--- src/rtl/control_unit.sv ---
// Instruction sequencer for the base processor: captures an instruction in T0 and
// steps T1..T3 while decoding register enables and bus-driver selects from state and ir.
//
// state | meaning
// T0    | idle / fetch: all outputs 0, capture din into ir when run=1
// T1    | mv/mvi/illegal complete here; add/sub load A from Rx
// T2    | add/sub: G <= A +/- Ry
// T3    | add/sub: Rx <= G, instruction done
module control_unit #(
  parameter int NUM_REGS = 8,
  parameter int IR_WIDTH = 9
) (
  input  logic                clock,
  input  logic                reset,
  input  logic                run,
  input  logic [IR_WIDTH-1:0] din,
  output logic [IR_WIDTH-1:0] ir,
  output logic [NUM_REGS-1:0] rin,
  output logic [NUM_REGS-1:0] rout,
  output logic                gout,
  output logic                dinout,
  output logic                ain,
  output logic                gin,
  output logic                addsub,
  output logic                done
);

  typedef enum logic [1:0] {T0, T1, T2, T3} state_t;

  localparam logic [2:0] OP_MV  = 3'b000;
  localparam logic [2:0] OP_MVI = 3'b001;
  localparam logic [2:0] OP_ADD = 3'b010;
  localparam logic [2:0] OP_SUB = 3'b011;

  state_t state, state_nxt;

  logic [2:0]          opcode;
  logic [2:0]          rx;
  logic [2:0]          ry;
  logic [NUM_REGS-1:0] x_sel;
  logic [NUM_REGS-1:0] y_sel;

  assign opcode = ir[8:6];
  assign rx     = ir[5:3];
  assign ry     = ir[2:0];
  assign x_sel  = {{(NUM_REGS-1){1'b0}}, 1'b1} << rx;
  assign y_sel  = {{(NUM_REGS-1){1'b0}}, 1'b1} << ry;

  always_ff @(posedge clock or posedge reset) begin
    if (reset) begin
      state <= T0;
      ir    <= '0;
    end else begin
      state <= state_nxt;
      if (state == T0 && run) begin
        ir <= din;
      end
    end
  end

  // Outputs depend only on state and ir, so an async reset to T0 clears them at once.
  always_comb begin
    state_nxt = state;
    rin       = '0;
    rout      = '0;
    gout      = 1'b0;
    dinout    = 1'b0;
    ain       = 1'b0;
    gin       = 1'b0;
    addsub    = 1'b0;
    done      = 1'b0;
    case (state)
      T0: begin
        if (run) begin
          state_nxt = T1;
        end
      end
      T1: begin
        case (opcode)
          OP_MV: begin
            rout      = y_sel;
            rin       = x_sel;
            done      = 1'b1;
            state_nxt = T0;
          end
          OP_MVI: begin
            dinout    = 1'b1;
            rin       = x_sel;
            done      = 1'b1;
            state_nxt = T0;
          end
          OP_ADD, OP_SUB: begin
            rout      = x_sel;
            ain       = 1'b1;
            state_nxt = T2;
          end
          default: begin
            done      = 1'b1;
            state_nxt = T0;
          end
        endcase
      end
      T2: begin
        rout      = y_sel;
        gin       = 1'b1;
        addsub    = (opcode == OP_SUB);
        state_nxt = T3;
      end
      T3: begin
        gout      = 1'b1;
        rin       = x_sel;
        done      = 1'b1;
        state_nxt = T0;
      end
      default: begin
        state_nxt = T0;
      end
    endcase
  end

endmodule

--- config.mk ---
export PLATFORM = sky130hd
export DESIGN_NAME = control_unit
export DESIGN_NICKNAME = d
export VERILOG_FILES = /design/src/rtl/control_unit.sv
export SDC_FILE = /design/constraint.sdc
export NUM_CORES = 1
export LEC_CHECK = 0
export CELL_PAD_IN_SITES_DETAIL_PLACEMENT = 0
export CELL_PAD_IN_SITES_GLOBAL_PLACEMENT = 1
export CORE_ASPECT_RATIO = 0.7
export CORE_UTILIZATION = 28
export CTS_BUF_LIST = sky130_fd_sc_hd__clkbuf_2 sky130_fd_sc_hd__clkbuf_4 sky130_fd_sc_hd__clkbuf_8
export CTS_CLUSTER_DIAMETER = 100
export DETAILED_ROUTE_END_ITERATION = 8
export PLACE_DENSITY = 0.9
export SYNTH_ARGS = -nofsm -noshare
export SYNTH_HDL_FRONTEND = slang
export SYNTH_SLANG_ARGS = --single-unit
export TNS_END_PERCENT = 30
--- constraint.sdc ---
create_clock -name clock -period 2.1 [get_ports clock]
set_input_delay 0.315 -clock clock [delete_from_list [all_inputs] [get_ports clock]]
set_output_delay 0.315 -clock clock [all_outputs]
set_load 0.05 [all_outputs]
==> results.md <==
* WL per Instance at 16.0 µm
* Pre-antenna DRT Iters at 4
* Tmin final at 2.17 ns
* P&R area growth vs syn at 119%
* Area contributors post-synth: dfrtp_1 37%, mux2_2 15%, ha_1 8.4%, nor2_1 5.0%, o32ai_1 3.5%
* Die width at 63.7 µm
* Via-to-Cell Ratio at 4.95
* Die Height at 45.2 µm
* Final Cycle Share at 103%
* Clock Skew at 0.000956 ns
* Mapped Cells at 72
* Clock Latency Late Sink at 0.23 ns
* IR drop worst, VDD at 0.000871 V
* Post-Synthesis Cell Area at 746 µm²
* Finished Core Util at 65.6%
* Synth unique cells at 26
* Routed wire length at 2530 µm
* Fin. Hold Viols at 0
* First-pass GRT wire length at 3910 µm
* TritonCTS buffer count at 3
* # Max-Cap Violations at 0
* Initial antenna violation count at 0
* Setup WS pre-CTS at -0.0225 ns
* Core area at 2500 µm²
* Worst setup SP type: flop
* Critical Path AT at 1.85 ns
* Clock Path Buffers at 2
* DIE AREA at 2880 µm²
* GRT Overall Usage at 18.1%
* Post-synth top area share at 36.9%
* Sequential fraction of the synthesis area at 36.9%
* Yosys warning count at 0
* Worst Path Max Fanout at 6
* Share of cells above drive strength 1 at 49.2%
* CP endpoint kind: primary output
* Boundary pin count at 43
* H-tree depth at 1
* Mean Syn Cell Area at 10.4 µm²
* Worst-path clk slew at 0.05 ns
* Crit path setup slack, layout at -0.0682 ns
* Root buffer cell: clkbuf_8
* 1st-iter DRT viols at 31
* CTS tree: built
* Fill cell count at 197
* Starting Density at 29.9%
* Most common cell after layout, fill and taps aside: buf_12
* Hold-fix buffers at CTS at 0
* Slew @ Worst Pin at 0.518 ns
* WP data required at 1.78 ns
* Slew Viols, Final at 0
* Vias in the first global route at 767
* Syn_nets at 89
* Multi-input logic area at 594 µm²
* # setup viols final at 4
* Congestion Overflow GR at 0
* Buffers on Ports at 42
* Pwr dens at 1730 nW/µm²
* Clk sinks at 11
* Pleak at 0.644 nW
* Final HPWL from detailed placement at 2000 µm
* RSZ-0062 raised after global routing: yes
* Setup CP Type: reg -> out
* Failing checks: negative setup slack
* Register area at 275 µm²
* Max Fclk at 461 MHz
* Vias at 782
* Antenna diodes at 0
* FP Rows at 15
* #FFs+latches synth at 11
* Largest net degree at the start of global routing at 12
* Final #Nets at 142
* Slew HR at 65.4%
* Placer Congestion at 0.865
* Worst min-delay path class: in -> async
* ANT nets after route at 0
* Commonest cells after routing, fill and taps aside: 20 x buf_12, 19 x clkdlybuf4s50_1, 11 x dfrtp_1
* Residual DRC count at 0
* Status: finished with violations
* Biggest area consumer among synthesized cells: dfrtp_1
cell families after synthesis:
family          share of synthesized area, %
compound gates                          13.1
flops                                   36.9
fa+ha+maj                               8.39
simple gates                            24.5
buf+inv                                 2.01
mux                                     15.1
stage by stage:
step | hold slack (ns) | power [W] | std cells | area [µm²] | setup TNS [ns]
2_1_floorplan | 0.167 | 0.00171 | 72 | 841 | -0.499
3_3_place_gp | 0.553 | 0.00239 | 149 | 1510 | 0
3_5_place_dp | 0.587 | 0.00243 | 149 | 1510 | -0.0818
4_1_cts | 0.369 | 0.00274 | 155 | 1590 | -0.319
5_1_grt | 0.396 | 0.00295 | 158 | 1640 | -0.791
6_report | 0.357 | 0.00283 | 158 | 1640 | -0.134
worst max-delay path: stages (launching register included):
cell and delay [ns]:
dfrtp_1 0.38, inv_2 0.09, ha_4 0.30, or3b_4 0.41
o32ai_4 0.26, buf_12 0.18
Yosys cell counts, drive strengths merged:
master,count
or2,1
a21oi,1
nor3b,1
o21ai,2
dfrtp,11
nor3,1
nor2b,2
nor4b,1
and3,1
o32ai,4
nand2,2
ha,5
or3b,1
inv,4
nor2,10
nand2b,2
o21bai,2
o22ai,4
nand4,1
nand3b,2
and2,2
mux2,10
nand3,1
nand4b,1
flip-flops by register name (all words and copies together), names as in the netlist, named ones only:
signal,flops
state,1
ir,9
timing repair:
action | 4_1_cts | 5_1_grt
hold endpoints to repair | 0 | 0
setup buffers | 2 | 3
pin swaps | 1 | 5
setup endpoints to repair | 16 | 17
gates resized for setup | 8 | 4
power breakdown:
part | switching [W] | internal [W]
Sequential | 0.000205 | 0.000320
Clock | 0.0000763 | 0.000130
Combinational | 0.00120 | 0.000892
Total | 0.00148 | 0.00134
per-layer routing:
| layer | GRT usage, % | vias to the layer above | share of wire (%) |
|---|---|---|---|
| met3 | 1.52 | 2 | 2.3 |
| met5 | 0 | - | 0 |
| met2 | 32.1 | 25 | 54 |
| met4 | 6.82 | 0 | 0.75 |
| met1 | 23.4 | 388 | 43 |
| li1 | - | 367 | - |
area by class of cell:
| cell class | count | share of cell area (%) |
|---|---|---|
| Clock buffer | 3 | 2.52 |
| Clock inverter | 1 | 0.306 |
| Inverter | 4 | 0.917 |
| Multi-Input combinational cell | 57 | 36.3 |
| Sequential cell | 11 | 16.8 |
| Tap cell | 34 | 2.60 |
| Timing Repair Buffer | 48 | 40.5 |
path summary, 6_finish.rpt:
path / from / endpoint / slack (ns) / depth (start not counted)
max reg2reg: flop / ir[5] / 0.69 / 4
max: flop / rout[0] / -0.07 / 5
min in group clock: flop / flop / 0.58 / 1
min reg2reg: flop / flop / 0.58 / 1
min: reset / ir[0] / 0.36 / 2
max in group asynchronous: reset / ir[5] / 1.47 / 2
(Power assumes the default switching activity.)
